### config.mk
export PLATFORM = sky130hd
export DESIGN_NAME = csd_nz_scanner_flat
export DESIGN_NICKNAME = d
export VERILOG_FILES = /design/src/rtl/csd_nz_scanner_if.sv /design/src/rtl/csd_nz_scanner.sv /design/src/flat_wrapper.sv
export SDC_FILE = /design/constraint.sdc
export NUM_CORES = 1
export LEC_CHECK = 0
export BUFFER_PORTS_ARGS = -buffer_cell sky130_fd_sc_hd__buf_2
export CAP_MARGIN = 0
export CELL_PAD_IN_SITES_DETAIL_PLACEMENT = 1
export CELL_PAD_IN_SITES_GLOBAL_PLACEMENT = 2
export CORE_MARGIN = 8
export CORE_UTILIZATION = 40
export CTS_CLUSTER_SIZE = 20
export DETAILED_ROUTE_END_ITERATION = 10
export PLACE_DENSITY_LB_ADDON = 0.1
export SYNTH_ARGS = -nofsm -noshare
export SYNTH_HDL_FRONTEND = slang
export SYNTH_SLANG_ARGS = --single-unit
### constraint.sdc
create_clock -name clk -period 3 [get_ports clk]
set_clock_uncertainty 0.2 [all_clocks]
set_input_delay 0.6 -clock clk [delete_from_list [all_inputs] [get_ports clk]]
set_output_delay 0.6 -clock clk [all_outputs]
set_load 0.01 [all_outputs]
### src/rtl/csd_nz_scanner_if.sv
// Digit-load, scan-control and result bundle between the CSD converter, the scanner
// and the shift-add coefficient unit.
interface csd_nz_scanner_if #(
    parameter int unsigned DATA_W = 8,
    parameter int unsigned IDX_W  = 4,
    parameter int unsigned MAX_NZ = 4,
    parameter int unsigned CNT_W  = 3
);
    logic                    wr_en;
    logic [IDX_W-1:0]        wr_addr;
    logic [DATA_W-1:0]       wr_data;
    logic                    start;
    logic                    busy;
    logic                    done;
    logic [CNT_W-1:0]        nz_count;
    logic                    overflow;
    logic                    bad_digit;
    logic                    csd_err;
    logic [MAX_NZ*IDX_W-1:0] k_pos;
    logic [MAX_NZ-1:0]       k_sign;

    modport master (
        output wr_en, wr_addr, wr_data, start,
        input  busy, done, nz_count, overflow, bad_digit, csd_err, k_pos, k_sign
    );

    modport slave (
        input  wr_en, wr_addr, wr_data, start,
        output busy, done, nz_count, overflow, bad_digit, csd_err, k_pos, k_sign
    );
endinterface

### src/rtl/csd_nz_scanner.sv
// Scans a CSD digit memory once per start and records index/sign of each nonzero digit.
// Optional adjacent-nonzero check enabled by defining CSD_ADJ_CHECK_EN.
module csd_nz_scanner #(
    parameter int unsigned DATA_W   = 8,
    parameter int unsigned N_DIGITS = 16,
    parameter int unsigned IDX_W    = 4,
    parameter int unsigned MAX_NZ   = 4,
    parameter int unsigned CNT_W    = 3
) (
    input logic              clk,
    input logic              reset,
    csd_nz_scanner_if.slave  bus
);
    typedef enum logic [1:0] {StIdle, StScan, StDone} stateT;

    localparam logic [DATA_W-1:0] DigitPos = DATA_W'(1);
    localparam logic [DATA_W-1:0] DigitNeg = '1;
    localparam logic [IDX_W-1:0]  LastIdx  = IDX_W'(N_DIGITS - 1);
    localparam logic [CNT_W-1:0]  MaxCnt   = CNT_W'(MAX_NZ);

    stateT                   stateQ, stateD;
    logic [DATA_W-1:0]       memQ [N_DIGITS];
    logic [IDX_W-1:0]        idxQ, idxD;
    logic [CNT_W-1:0]        cntQ, cntD;
    logic                    ovfQ, ovfD;
    logic                    badQ, badD;
    logic [MAX_NZ*IDX_W-1:0] kPosQ, kPosD;
    logic [MAX_NZ-1:0]       kSignQ, kSignD;
    logic [DATA_W-1:0]       digit;
    logic                    digitNz, digitNeg, digitBad;
    logic                    memWe;
    logic                    startAcc;

    assign digit    = memQ[idxQ];
    assign digitNeg = (digit == DigitNeg);
    assign digitNz  = (digit == DigitPos) || digitNeg;
    assign digitBad = !digitNz && (digit != '0);
    assign startAcc = (stateQ == StIdle) && bus.start;
    assign memWe    = (stateQ == StIdle) && bus.wr_en && (32'(bus.wr_addr) < N_DIGITS);

    always_ff @(posedge clk or negedge reset) begin
        if (!reset) begin
            for (int unsigned a = 0; a < N_DIGITS; a++) memQ[a] <= '0;
        end else if (memWe) begin
            memQ[bus.wr_addr] <= bus.wr_data;
        end
    end

    always_ff @(posedge clk or negedge reset) begin
        if (!reset) begin
            stateQ <= StIdle;
            idxQ   <= '0;
            cntQ   <= '0;
            ovfQ   <= 1'b0;
            badQ   <= 1'b0;
            kPosQ  <= '0;
            kSignQ <= '0;
        end else begin
            stateQ <= stateD;
            idxQ   <= idxD;
            cntQ   <= cntD;
            ovfQ   <= ovfD;
            badQ   <= badD;
            kPosQ  <= kPosD;
            kSignQ <= kSignD;
        end
    end

    always_comb begin
        stateD = stateQ;
        idxD   = idxQ;
        cntD   = cntQ;
        ovfD   = ovfQ;
        badD   = badQ;
        kPosD  = kPosQ;
        kSignD = kSignQ;
        unique case (stateQ)
            StIdle: begin
                if (bus.start) begin
                    stateD = StScan;
                    idxD   = '0;
                    cntD   = '0;
                    ovfD   = 1'b0;
                    badD   = 1'b0;
                    kPosD  = '0;
                    kSignD = '0;
                end
            end
            StScan: begin
                if (digitNz) begin
                    if (cntQ < MaxCnt) begin
                        for (int unsigned s = 0; s < MAX_NZ; s++) begin
                            if (cntQ == CNT_W'(s)) begin
                                kPosD[s*IDX_W +: IDX_W] = idxQ;
                                kSignD[s]               = digitNeg;
                            end
                        end
                        cntD = cntQ + 1'b1;
                    end else begin
                        ovfD = 1'b1;
                    end
                end else if (digitBad) begin
                    badD = 1'b1;
                end
                // Stop on the last real digit so the counter never reaches unused addresses.
                if (idxQ == LastIdx) stateD = StDone;
                else                 idxD   = idxQ + 1'b1;
            end
            StDone: stateD = StIdle;
            default: stateD = StIdle;
        endcase
    end

`ifdef CSD_ADJ_CHECK_EN
    logic prevNzQ, prevNzD;
    logic csdQ, csdD;

    always_ff @(posedge clk or negedge reset) begin
        if (!reset) begin
            prevNzQ <= 1'b0;
            csdQ    <= 1'b0;
        end else begin
            prevNzQ <= prevNzD;
            csdQ    <= csdD;
        end
    end

    // Overflowed digits still count as nonzero here; bad digits count as zero.
    always_comb begin
        prevNzD = prevNzQ;
        csdD    = csdQ;
        if (startAcc) begin
            prevNzD = 1'b0;
            csdD    = 1'b0;
        end else if (stateQ == StScan) begin
            prevNzD = digitNz;
            if (digitNz && prevNzQ) csdD = 1'b1;
        end
    end

    assign bus.csd_err = csdQ;
`else
    assign bus.csd_err = 1'b0;
`endif

    assign bus.busy      = (stateQ != StIdle);
    assign bus.done      = (stateQ == StDone);
    assign bus.nz_count  = cntQ;
    assign bus.overflow  = ovfQ;
    assign bus.bad_digit = badQ;
    assign bus.k_pos     = kPosQ;
    assign bus.k_sign    = kSignQ;
endmodule

### src/flat_wrapper.sv
// flat-port wrapper written by rule: the top's interface ports become plain ports
module csd_nz_scanner_flat 
#(
    parameter int unsigned DATA_W   = 8,
    parameter int unsigned N_DIGITS = 16,
    parameter int unsigned IDX_W    = 4,
    parameter int unsigned MAX_NZ   = 4,
    parameter int unsigned CNT_W    = 3
)
  (clk, reset, bus_wr_en, bus_wr_addr, bus_wr_data, bus_start, bus_busy, bus_done, bus_nz_count, bus_overflow, bus_bad_digit, bus_csd_err, bus_k_pos, bus_k_sign);
  csd_nz_scanner_if #(.DATA_W(DATA_W), .IDX_W(IDX_W), .MAX_NZ(MAX_NZ), .CNT_W(CNT_W)) bus_i ();
  input logic clk;
  input logic reset;
  input wire logic [$bits(bus_i.wr_en)-1:0] bus_wr_en;
  input wire logic [$bits(bus_i.wr_addr)-1:0] bus_wr_addr;
  input wire logic [$bits(bus_i.wr_data)-1:0] bus_wr_data;
  input wire logic [$bits(bus_i.start)-1:0] bus_start;
  output wire logic [$bits(bus_i.busy)-1:0] bus_busy;
  output wire logic [$bits(bus_i.done)-1:0] bus_done;
  output wire logic [$bits(bus_i.nz_count)-1:0] bus_nz_count;
  output wire logic [$bits(bus_i.overflow)-1:0] bus_overflow;
  output wire logic [$bits(bus_i.bad_digit)-1:0] bus_bad_digit;
  output wire logic [$bits(bus_i.csd_err)-1:0] bus_csd_err;
  output wire logic [$bits(bus_i.k_pos)-1:0] bus_k_pos;
  output wire logic [$bits(bus_i.k_sign)-1:0] bus_k_sign;
  assign bus_i.wr_en = bus_wr_en;
  assign bus_i.wr_addr = bus_wr_addr;
  assign bus_i.wr_data = bus_wr_data;
  assign bus_i.start = bus_start;
  assign bus_busy = bus_i.busy;
  assign bus_done = bus_i.done;
  assign bus_nz_count = bus_i.nz_count;
  assign bus_overflow = bus_i.overflow;
  assign bus_bad_digit = bus_i.bad_digit;
  assign bus_csd_err = bus_i.csd_err;
  assign bus_k_pos = bus_i.k_pos;
  assign bus_k_sign = bus_i.k_sign;
  csd_nz_scanner #(.DATA_W(DATA_W), .N_DIGITS(N_DIGITS), .IDX_W(IDX_W), .MAX_NZ(MAX_NZ), .CNT_W(CNT_W)) u_core (.clk(clk), .reset(reset), .bus(bus_i));
endmodule
==> flow_results.org, run 1 <==
** Timing
- Fin. Hold Viols :: 0
- In this run the tightest slew margin relative to its limit is 0.558.
- Unrepaired setup endpoints after global routing :: true
- Achievable Freq :: approximately 0.33 GHz
- After layout, the minimum clock period comes to 3040 ps.
- In the finished design, the share of the clock period the worst path needs comes to 1.01.
- At the pin with the least slew margin, the transition time is ~660 ps.
- Adding up every negative setup slack in the final design gives -366 ps.
- Final Worst Setup Slack :: -36.5 ps
- Setup violations remaining at the end of the flow were counted as 19.
- The number of pins exceeding their max-slew limit in the final report is 0.

** Pwr
- Of the total power, combinational logic draws 0.366.
- Switch share :: 0.327
- In this run the static leakage power is 4.31 nW.
- Dividing total power by cell area gives a power density of 919 nW/µm².
- Internal Power :: 5.49 mW
- Max IR drop VDD :: 521 µV
- The share of total power dissipated in the clock network is 0.242.
- Of the total power, registers draw 0.392.
- Switch Pwr :: 2.67 mW

** Worst setup path
- Kind of end point of the critical path :: flop
- Endpoint arrival time on the critical path :: 3140 ps
- The worst register-to-register path ends at u_core.bus.k_pos[10]$_DFFE_PN0P_.
- Most frequent cell on the critical path :: sky130_fd_sc_hd__buf_12
- Maximum net fanout on the critical path :: 7
- The worst register-to-register path begins at u_core.idxQ[0]$_DFFE_PN0P_.
- The worst setup path is of the reg2reg kind.
- The worst setup path is launched from a flop.
- Required time of the critical path :: 3100 ps
- The slowest stage of the critical path is the sky130_fd_sc_hd__mux4_2 cell.
- CP max stage delay :: 510 ps
- The signal on the critical path passes through buf_12, buf_12, mux4_2, a221oi_2, or3b_4, nor4_4, buf_12, o2111ai_2, buf_6, mux2i_1.
- Internal reg-to-reg setup slack :: -40 ps
- R2R cell count :: 10

** Detailed routing
- Average vias per placed instance :: 5.56
- For this run, the detailed router's first-pass iteration total came to 4.
- Vias after detailed routing :: 4734
- For this block, the routed nets add up to between 15000 and 20000 µm of wire.
- Total DRC errors in the routed layout :: 0
- Routed length per instance :: 22.9 µm
- After the first detailed-routing iteration, the DRC count stood at 205.
- In this run the remaining antenna-violating nets after routing total 0.

** Floorplanning
- Floorplan row count :: 49
- Pin placement for this block handled 44 I/O pins.
- After floorplanning, the core was sized to cover roughly 18000 µm².
- The initial utilization of the core area, before any placement, comes to 0.408.
- In this run the vertical extent of the chip is roughly 150 µm.
- Die ar. :: roughly 23000 µm²
- The floorplan step set the die width to 152 µm.

** Placement
- DP Area :: 8240 µm²
- After legalization and detailed placement, the total HPWL measured 13500 µm.
- Pre-CTS WS :: -175 ps
- Final weighted congestion in routability-driven placement :: about 0.76
- Number of port buffers :: 42

** CTS
- Clock latency on the worst-skew pair, taken at its later pin, is about 430 ps.
- In this run the number of H-tree levels came out at 4.
- The clock drives 159 sinks.
- TritonCTS clock tree :: yes
- Num CTS Buffers :: 17
- Clock slew at the register clock pins of the worst setup and hold paths :: about 70 ps
- In this run the deepest clock path goes through 2 buffers.
- Root buffer cell :: sky130_fd_sc_hd__clkbuf_16

** Yosys
- After technology mapping, the gate count stands at 519.
- Syn Std Cell Area :: between 7000 and 8000 µm²
- Post-synth top area cell :: sky130_fd_sc_hd__dfrtp_1
- Synth top area share :: 0.541
- Synthesis Warnings :: 0
- Number of synthesized flops with an enable pin :: 0
- Synthesis produced a netlist with a net count of 541.
- Synth Area per Inst :: 14.2 µm²
- The most used flip-flop cell after synthesis is sky130_fd_sc_hd__dfrtp_1.
- Counting flops and latches in the post-synthesis netlist gives 159.
- Number of distinct library cell variants in the gate-level netlist after synthesis :: 46
- Sequential cell area fraction in the yosys report :: 0.541
- Of all flip-flops after synthesis, the portion carrying an async set or reset was 1.00.
- Cells taking the most area after synthesis :: sky130_fd_sc_hd__dfrtp_1 (54%), sky130_fd_sc_hd__mux2_2 (20%), sky130_fd_sc_hd__mux4_2 (8.0%)

** Final layout
- The library cell used most frequently in the layout, excluding fill and tap cells, is sky130_fd_sc_hd__dfrtp_1.
- Share of layout cells above drive strength 1 :: 0.489
- After the last flow step, the layout net total stands at 631.
- Ant diodes :: 0
- Layout Area Growth over Synthesis :: 20.6%
- Final design area excluding fillers :: 8870 µm²
- Top library cells by usage in the layout, fill and taps aside :: sky130_fd_sc_hd__dfrtp_1 (158), sky130_fd_sc_hd__mux2_2 (132), sky130_fd_sc_hd__buf_4 (42)

** Hold path
- The startpoint identified for the worst hold timing path is bus_start.
- The worst hold path terminates at u_core.idxQ[3]$_DFFE_PN0P_.
- Along the worst hold path, the cell count comes to 2.
- In this run the worst hold path is classified as in2reg.

** GRT
- For this run the aggregate overflow at the end of global routing stands at 0.
- The number of antenna violations at the first check in global routing was 0.
- Global-route wire length before repair :: 31400 µm
- Number of global-route vias before repair :: 5175
- Entering global routing, the biggest net connects 57 pins.
- In the global route stage, overall resource usage came out at 0.183.

** Status
- Failing checks :: negative setup slack
- The flow ran to the end, but the final reports show violations.

** Job
- Number of max-cap violations :: 0
stage by stage:
step | util | total power [mW] | hold slack (ps) | cells
after floorplan | - | 5.03 | 104 | 519
after global placement | 0.457 | 6.04 | 273 | 814
after detailed placement | 0.457 | 6.16 | 285 | 814
after CTS | 0.491 | 8.24 | 175 | 850
after global routing | 0.492 | 8.66 | 190 | 851
final | 0.492 | 8.16 | 190 | 851
cell usage after synthesis, drive strengths merged (8+ instances only):
| library cell | number |
|---|---|
| mux2 | 132 |
| nor2b | 8 |
| mux4 | 26 |
| clkbuf | 17 |
| mux2i | 28 |
| buf | 10 |
| nand2 | 38 |
| nor2 | 13 |
| a22oi | 11 |
| dfrtp | 159 |
flip-flops by register name (all words and copies together), names as in the netlist:
| name | cells |
|---|---|
| u_core.bus.bad_digit | 1 |
| u_core.bus.k_pos | 16 |
| u_core.bus.k_sign | 4 |
| u_core.bus.nz_count | 3 |
| u_core.bus.overflow | 1 |
| u_core.idxQ | 4 |
| u_core.memQ | 128 |
| u_core.stateQ | 2 |
cells by family after synthesis:
logic type                 Yosys count  share of synthesized area
AOI/OAI and AO/OA                   41                     0.0449
xor gates and xnor gates             1                    0.00119
adders and majority gates            6                     0.0102
buffers and inverters               35                     0.0219
DFF                                159                      0.541
muxes                              186                      0.320
other                                1                   0.000510
and+or+nand+nor                     90                     0.0610
critical path: cells and delay by family (launching register included):
family / cells / cell delay [ps]
mux: 2 / 630
simple gates: 2 / 630
buf+inv: 4 / 600
compound gates: 2 / 430
flops: 1 / 410
power groups by stage:
stage	Combinational [mW]	Clock, mW	Sequential [mW]
3_3_place_gp	2.84	0	3.19
4_1_cts	3.01	2.03	3.20
5_1_grt	3.25	2.12	3.29
6_report	2.98	1.98	3.20
2_1_floorplan	1.91	0	3.11
3_5_place_dp	2.93	0	3.23
what timing repair did:
action | CTS | global route
hold buffers | 1 | 0
hold endpoints to repair | 50 | 0
setup endpoints to repair | 25 | 25
setup buffers | 3 | 1
pin swaps | 4 | 1
gates resized for setup | 9 | 5
cell type report:
| type | count | area [µm²] |
|---|---|---|
| Timing Repair Buffer | 98 | 767 |
| Tap cell | 229 | 287 |
| Multi-Input combinational cell | 325 | 3280 |
| Clock buffer | 18 | 439 |
| Inverter | 8 | 30.0 |
| Fill cell | 1844 | 9150 |
| Clock inverter | 14 | 92.6 |
| Sequential cell | 159 | 3980 |
worst max-delay path by stage:
stage,start,end,slack [ps],cells past startpoint
finish,u_core.idxQ[0]$_DFFE_PN0P_,u_core.bus.k_pos[10]$_DFFE_PN0P_,-40,10
global route,u_core.idxQ[0]$_DFFE_PN0P_,u_core.bus.k_pos[7]$_DFFE_PN0P_,-190,10
CTS,u_core.idxQ[0]$_DFFE_PN0P_,u_core.bus.k_pos[10]$_DFFE_PN0P_,-50,10
detailed placement,u_core.idxQ[0]$_DFFE_PN0P_,u_core.bus.k_pos[12]$_DFFE_PN0P_,-170,8
global placement,u_core.idxQ[0]$_DFFE_PN0P_,u_core.bus.overflow$_DFFE_PN0P_,-110,9
floorplan,u_core.idxQ[0]$_DFFE_PN0P_,u_core.bus.k_sign[0]$_DFFE_PN0P_,-70,9
layer usage:
metal | share of wire | track usage | routed length [µm] | vias up
met5 | 0 | 0 | 0 | -
met4 | 0.015 | 0.0554 | 291 | 0
met3 | 0.045 | 0.0359 | 871 | 28
met2 | 0.49 | 0.298 | 9570 | 93
met1 | 0.45 | 0.243 | 8720 | 2514
li1 | - | - | - | 2099
Note: power is estimated with default switching activity, not from simulation.
==> run 2: changes to the inputs <==
--- a/config.mk
+++ b/config.mk
@@ -5,14 +5,13 @@
 export SDC_FILE = /design/constraint.sdc
 export NUM_CORES = 1
 export LEC_CHECK = 0
-export BUFFER_PORTS_ARGS = -buffer_cell sky130_fd_sc_hd__buf_2
-export CAP_MARGIN = 0
 export CELL_PAD_IN_SITES_DETAIL_PLACEMENT = 1
 export CELL_PAD_IN_SITES_GLOBAL_PLACEMENT = 2
 export CORE_MARGIN = 8
-export CORE_UTILIZATION = 40
+export CORE_UTILIZATION = 41
 export CTS_CLUSTER_SIZE = 20
 export DETAILED_ROUTE_END_ITERATION = 10
+export DONT_BUFFER_PORTS = 1
 export PLACE_DENSITY_LB_ADDON = 0.1
 export SYNTH_ARGS = -nofsm -noshare
 export SYNTH_HDL_FRONTEND = slang
==> flow_results.org, run 2 (same netlist as run 1, synthesis figures left out) <==
** Detailed routing
- The first detailed-routing pass ran for 4 iterations.
- Using the TritonRoute via totals, the vias-per-cell ratio works out to between 5 and 6.
- In the final routed layout, each cell accounts on average for 23.8 µm.
- The count of nets left with antenna violations once routing finished came out at 0.
- Number of violations reported at the end of detailed-routing iteration 0 :: 204
- Total wire length :: 19200 µm
- In the routed design, unresolved DRC markers number 0.
- The routed layout has 4551 vias.

** Worst setup path
- The critical path contains buffers and inverters numbering 2 combined.
- The slowest stage of the critical path is the sky130_fd_sc_hd__mux4_2 cell.
- STA classifies the critical path startpoint as a flop.
- The worst register-to-register path begins at u_core.idxQ[0]$_DFFE_PN0P_.
- Worst path cell trace :: buf_6, mux4_2, a22o_1, a221oi_2, or3b_4, nor4_4, buf_12, o2111ai_2, mux2_2
- Required time of the critical path :: just over 3000 ps
- The number of cells on the worst reg-to-reg path is 9.
- Internal reg-to-reg setup slack :: -80 ps
- By startpoint and endpoint, the worst setup path is classified as reg2reg.
- The largest single stage delay on the critical path is 500 ps.
- RR Endpoint :: u_core.bus.k_sign[0]$_DFFE_PN0P_
- Data on the critical path arrives at its endpoint at 3190 ps.
- In this run the worst path has a maximum fanout of 6.
- Worst setup path startpoint :: u_core.idxQ[0]$_DFFE_PN0P_
- The cell family contributing the most delay on the critical path is multiplexers.
- Kind of end point of the critical path :: flop

** Pwr
- The internal portion of the total power is 5.63 mW.
- Switch Pwr :: 2.53 mW
- Max IR drop VDD :: 482 µV
- Summed over all cells, the static leakage comes to just over 4 nW.
- Of the total power, the share spent switching nets is 0.311.
- The share of total power dissipated in sequential elements is 0.401.
- The share of total power dissipated in combinational logic is 0.333.
- For this design the ratio of total power to cell area is 945 nW/µm².
- Clk pwr share :: 0.266

** Timing
- Worst slew margin relative to its limit :: 0.569
- Final Worst Setup Slack :: -79.4 ps
- Of the available clock period, the critical path in the final layout requires 1.03.
- Setup repair after global routing could not meet its margin everywhere.
- The number of pins exceeding their max-slew limit in the final report came to 0.
- Actual slew at the worst max-slew pin :: roughly 640 ps
- Setup violations remaining at the end of the flow were counted as 23.
- Final Critical Period :: about 3100 ps
- Hold slack :: -328 ps
- Achievable Freq :: 0.325 GHz
- The hold violation count in the final report came to 159.

** Final layout
- Of the cells placed in the final design, the portion with a size suffix greater than 1 is 0.444.
- Largest register FFs :: 128
- Top library cells by usage in the layout, fill and taps aside :: sky130_fd_sc_hd__dfrtp_1 (158), sky130_fd_sc_hd__mux2_2 (131), sky130_fd_sc_hd__buf_4 (44)
- Ranked by flip-flop count, first place goes to u_core.memQ.
- The count of cells in the finished layout, fillers not included, comes to 808.
- Layout Area Growth over Synthesis :: 17.4%
- Ant diodes :: 0
- Most common library cell in the layout ignoring fill and taps :: sky130_fd_sc_hd__dfrtp_1
- The final layout contains 588 nets.

** GRT
- Number of global-route vias before repair :: 5057
- Global-route wire length before repair :: 30500 µm
- Global routing usage summed across all routing layers :: 0.183
- Maximum number of pins on one net before global-route repair :: 160
- The number of antenna violations at the first check in global routing came to 0.
- Overflow left after global routing :: 0

** Job
- Max-cap violations in this run came to 0.

** CTS
- The H-tree was split into 4 levels.
- CTS sink cnt :: roughly 160
- After clock tree synthesis, the clock-pin slew on the worst setup and hold paths is 60 ps.
- The number of clock buffers added by TritonCTS is 17.
- The clock passes through at most 2 buffers.
- TritonCTS clock tree :: yes
- Clock latency on the worst-skew pair :: approximately 420 ps
- Clock tree synthesis selected as its root buffer the cell sky130_fd_sc_hd__clkbuf_16.

** Floorplanning
- Initial cell density of the core :: 0.414
- IO Count :: 44
- The floorplan step defined a die boundary enclosing 22500 µm².
- Floorplan row count :: 49
- Die span in x :: 150 µm
- From bottom edge to top edge, the die measures 150 µm.
- The floorplan step defined a core boundary enclosing 17800 µm².

** Status
- The flow ran to the end, but the final reports show violations.
- Failing checks :: negative hold slack, negative setup slack

** Hold path
- Path type of the worst min-delay path :: in2async

** Placement
- Half-perimeter wire length after placement :: between 10000 and 15000 µm
- Number of port buffers :: 0
- Placed cell count :: 771
- Routability-driven placement finished with a final weighted congestion of 0.771.
[run 2: layout make-up]
cell class	count	area [µm²]
timing repair buffer	55	484
tap	229	287
clock inverter	12	135
sequential	159	3980
fill	1777	9140
inverter	8	30.0
multi-input combinational	325	3270
clock buffer	20	457
[run 2: power by group through the flow]
stage	sequential [mW]	combinational (mW)	clock, mW
after floorplan	3.11	1.91	0
after global placement	3.28	2.54	0
after detailed placement	3.33	2.60	0
after CTS	3.27	2.70	2.22
after global routing	3.36	2.98	2.31
final	3.27	2.72	2.18
[run 2: routing by layer]
metal | vias to the layer above | share of wire | track usage
met5 | - | 0 | 0
met4 | 0 | 0.020 | 0.0645
met3 | 26 | 0.057 | 0.0493
met2 | 89 | 0.50 | 0.300
met1 | 2424 | 0.42 | 0.229
li1 | 2012 | - | -
[run 2: worst max-delay path by stage]
stage / endpoint / slack (ps) / cells past startpoint
after floorplan: u_core.bus.k_sign[0]$_DFFE_PN0P_ / -70 / 9
after global placement: u_core.bus.k_pos[2]$_DFFE_PN0P_ / -190 / 10
after detailed placement: u_core.bus.k_pos[10]$_DFFE_PN0P_ / -250 / 10
after CTS: u_core.bus.k_pos[10]$_DFFE_PN0P_ / -100 / 10
after global routing: u_core.bus.k_pos[1]$_DFFE_PN0P_ / -210 / 10
final: u_core.bus.k_sign[0]$_DFFE_PN0P_ / -80 / 9
[run 2: what timing repair did]
item | in CTS | in global routing
setup endpoints to repair | 25 | 25
resized for setup | 8 | 7
endpoints found under the hold margin | 159 | 159
setup buffers | 3 | 2
pin swaps | 1 | 3
[run 2: metrics by stage]
stage	setup TNS, ps	total power, mW	worst slack [ps]	instance area [µm²]	utilization
2_1_floorplan	-146	5.03	-65.5	7390	-
3_3_place_gp	-3530	5.82	-195	7950	0.447
3_5_place_dp	-4900	5.93	-248	7950	0.447
4_1_cts	-1520	8.19	-102	8590	0.483
5_1_grt	-4440	8.64	-213	8640	0.486
6_report	-1230	8.16	-79.4	8640	0.486
==> run 3: changes to the inputs <==
--- a/config.mk
+++ b/config.mk
@@ -8,7 +8,7 @@
 export CELL_PAD_IN_SITES_DETAIL_PLACEMENT = 1
 export CELL_PAD_IN_SITES_GLOBAL_PLACEMENT = 2
 export CORE_MARGIN = 8
-export CORE_UTILIZATION = 41
+export CORE_UTILIZATION = 45
 export CTS_CLUSTER_SIZE = 20
 export DETAILED_ROUTE_END_ITERATION = 10
 export DONT_BUFFER_PORTS = 1
==> constraint.sdc (replaced) <==
create_clock -name clk -period 3.69 [get_ports clk]
set_clock_uncertainty 0.2 [all_clocks]
set_input_delay 0.738 -clock clk [delete_from_list [all_inputs] [get_ports clk]]
set_output_delay 0.738 -clock clk [all_outputs]
set_load 0.01 [all_outputs]
==> flow_results.org, run 3 (same netlist as run 1, synthesis figures left out) <==
** CTS
- Maximum buffer depth of the clock tree :: 2
- The clock net in this run drives a total of 159 sinks.
- Clock tree synthesis selected as its root buffer the cell sky130_fd_sc_hd__clkbuf_16.
- Once the clock tree was built, the resizer swapped 0 gates to a different size.
- Clock-pin slew was measured on the worst setup and hold paths at approximately 60 ps.
- For the worst-skew pair, the clock arrives at the later sink with an insertion delay of about 420 ps.
- TritonCTS clock tree :: yes
- Depth of the CTS H-tree :: 4
- Number of buffers added for setup after CTS :: 0
- Num CTS Buffers :: 17

** Detailed routing
- The detailed router put a total of around 8400 µm of wire on met1.
- In the routed layout, each cell is associated on average with a via count of 5.82.
- In the detailed route, the total length drawn on met3 is approximately 790 µm.
- Total wire length :: about 18000 µm
- Detailed routing placed a total of 8920 µm of wire on met2.
- For this block, the initial DRC count from the detailed router was 248.
- Number of iterations in the first detailed-routing pass :: 4
- Once detail routing completed, the nets flagged for antenna violations numbered 0.
- In the final routed layout, each cell accounts on average for 24.2 µm.
- Routed signal wires occupy layers up through met4.
- The detailed router placed ~4400 vias in this run.
- Total DRC errors in the routed layout :: 0

** Timing
- Worst slew margin relative to its limit :: 0.374
- Setup violations remaining at the end of the flow were counted as 0.
- Dividing the final minimum period by the clock period gives 0.919.
- Hold slack :: -191 ps
- Number of max-slew violations in the final report :: 0
- Unrepaired setup endpoints after global routing :: false
- Derived from the worst setup path, the maximum achievable clock frequency is 0.295 GHz.
- Post-Route Setup TNS :: 0 ps
- At the pin with the least slew margin, the transition time is 937 ps.
- The hold violation count in the final report was 159.
- Counting I/O delays and the setup requirement, the final critical path takes 3390 ps.
- Final Worst Setup Slack :: around 300 ps

** GRT
- Global-route wire length before repair :: 29400 µm
- Number of global-route vias before repair :: 4963
- Global routing usage summed across all routing layers :: 0.193
- The number of antenna violations at the first check in global routing is 0.
- Maximum number of pins on one net before global-route repair :: 160
- For this run the aggregate overflow at the end of global routing stands at 0.

** Worst setup path
- Most frequent cell on the critical path :: sky130_fd_sc_hd__buf_4
- Data on the critical path arrives at its endpoint at 3520 ps.
- The critical path goes through buf_12, mux4_2, a22oi_1, nand2_1, or3b_1, nor4_4, buf_4, o2111ai_2, buf_4, mux2i_1.
- The slowest stage of the critical path belongs to the cell sky130_fd_sc_hd__dfrtp_2.
- The worst register-to-register path begins at u_core.idxQ[0]$_DFFE_PN0P_.
- STA classifies the critical path startpoint as a flop.
- Of all nets on the critical path, the largest fanout is 13.
- CP max stage delay :: around 570 ps
- Worst path buffer plus inverter count :: 3
- On the critical path the largest part of the delay comes from simple AND/OR/NAND/NOR gates.
- Required time of the critical path :: between 3000 and 4000 ps
- Type of the setup path with the least slack :: reg2reg
- Worst setup path startpoint :: u_core.idxQ[0]$_DFFE_PN0P_
- Kind of end point of the critical path :: flop

** Final layout
- Final design area excluding fillers :: between 8000 and 9000 µm²
- In the final design database the tool counted ~560 nets.
- Fill cells in the final layout number 1582.
- Largest reg by FF count :: u_core.memQ
- Share of the core filled with cells :: 0.521
- Relative to the synthesized area, the layout overhead comes to 12.9%.
- Leaving out fill and tap cells, the most frequent cell in the layout is sky130_fd_sc_hd__dfrtp_1.
- 0 antenna diodes ended up in the layout.
- Top library cells by usage in the layout, fill and taps aside :: sky130_fd_sc_hd__dfrtp_1 (158), sky130_fd_sc_hd__mux2_2 (132), sky130_fd_sc_hd__nand2_1 (38)
- Largest register FFs :: 128
- Share of layout cells above drive strength 1 :: 0.401
- Sequential standard cell area :: ~4000 µm²
- Multi-input gate area :: around 3200 µm²

** Pwr
- VDD sags by at most 375 µV.
- Final Power :: 6.32 mW
- Ratio of total power to cell area :: 760 nW/µm²
- The analysis attributes to cell leakage a power of approximately 3.9 nW.

** Placement
- Final weighted congestion in routability-driven placement :: 0.766
- In this run the cell area measured after placement is 7720 µm².
- The count of buffers added on input and output ports is 0.
- Prior to clock tree synthesis, the placed netlist has a worst setup slack of 277 ps.
- Half-perimeter wire length after placement :: 12300 µm

** Floorplanning
- Die ar. :: 20700 µm²
- Area of the core region :: ~16000 µm²
- Die span in x :: 144 µm
- Initial cell density of the core :: 0.462
- Die H :: 144 µm
- Floorplan row count :: 46
- 44 I/O pins were placed.

** Job
- The tool flagged a number of max-cap violations equal to 0.

** Status
- The checks that failed: negative hold slack.
- Run status :: finished with violations

** Hold path
- Path type of the worst min-delay path :: in2async
## run 3: where the power goes
part           internal [mW]  leakage, nW  switching [mW]
registers               2.28         2.13           0.392
logic                  0.998         1.53           0.882
clock network           1.07        0.286           0.690
## run 3: worst paths after layout
| path | endpoint | slack, ps | cells after the start |
|---|---|---|---|
| max in group asynchronous | u_core.idxQ[0]$_DFFE_PN0P_ | 3140 | 0 |
| min in group clk | u_core.idxQ[3]$_DFFE_PN0P_ | 200 | 1 |
| min | u_core.memQ[117]$_DFFE_PN0P_ | -190 | 0 |
| min reg2reg | u_core.memQ[8]$_DFFE_PN0P_ | 300 | 1 |
| max reg2reg | u_core.bus.k_pos[0]$_DFFE_PN0P_ | 300 | 10 |
| max | u_core.bus.k_pos[0]$_DFFE_PN0P_ | 300 | 10 |
## run 3: metal layers
metal  vias up  GRT usage
met5         -          0
met4         0     0.0697
met3        26     0.0461
met2        79      0.306
met1      2388      0.253
li1       1953          -
## run 3: through the flow
stage | cells | hold slack [ps]
after floorplan | 519 | 242
after global placement | 732 | 247
after detailed placement | 732 | 249
after CTS | 764 | -207
after global routing | 764 | -215
final | 764 | -191
## run 3: final cells by class
type,instances,share of cell area
timing repair buffer,24,0.0262
clock buffer,23,0.0587
tap,216,0.0325
multi-input combinational,325,0.387
clock inverter,9,0.0128
sequential,159,0.479
inverter,8,0.00361
## run 3: worst register-to-register path, delay by kind of cell (launching register included)
| kind | cells | cell delay [ps] |
|---|---|---|
| AO/OA/AOI/OAI | 2 | 340 |
| buffers and inverters | 3 | 660 |
| flip-flops | 1 | 570 |
| multiplexers | 2 | 700 |
| AND/OR/NAND/NOR | 3 | 840 |
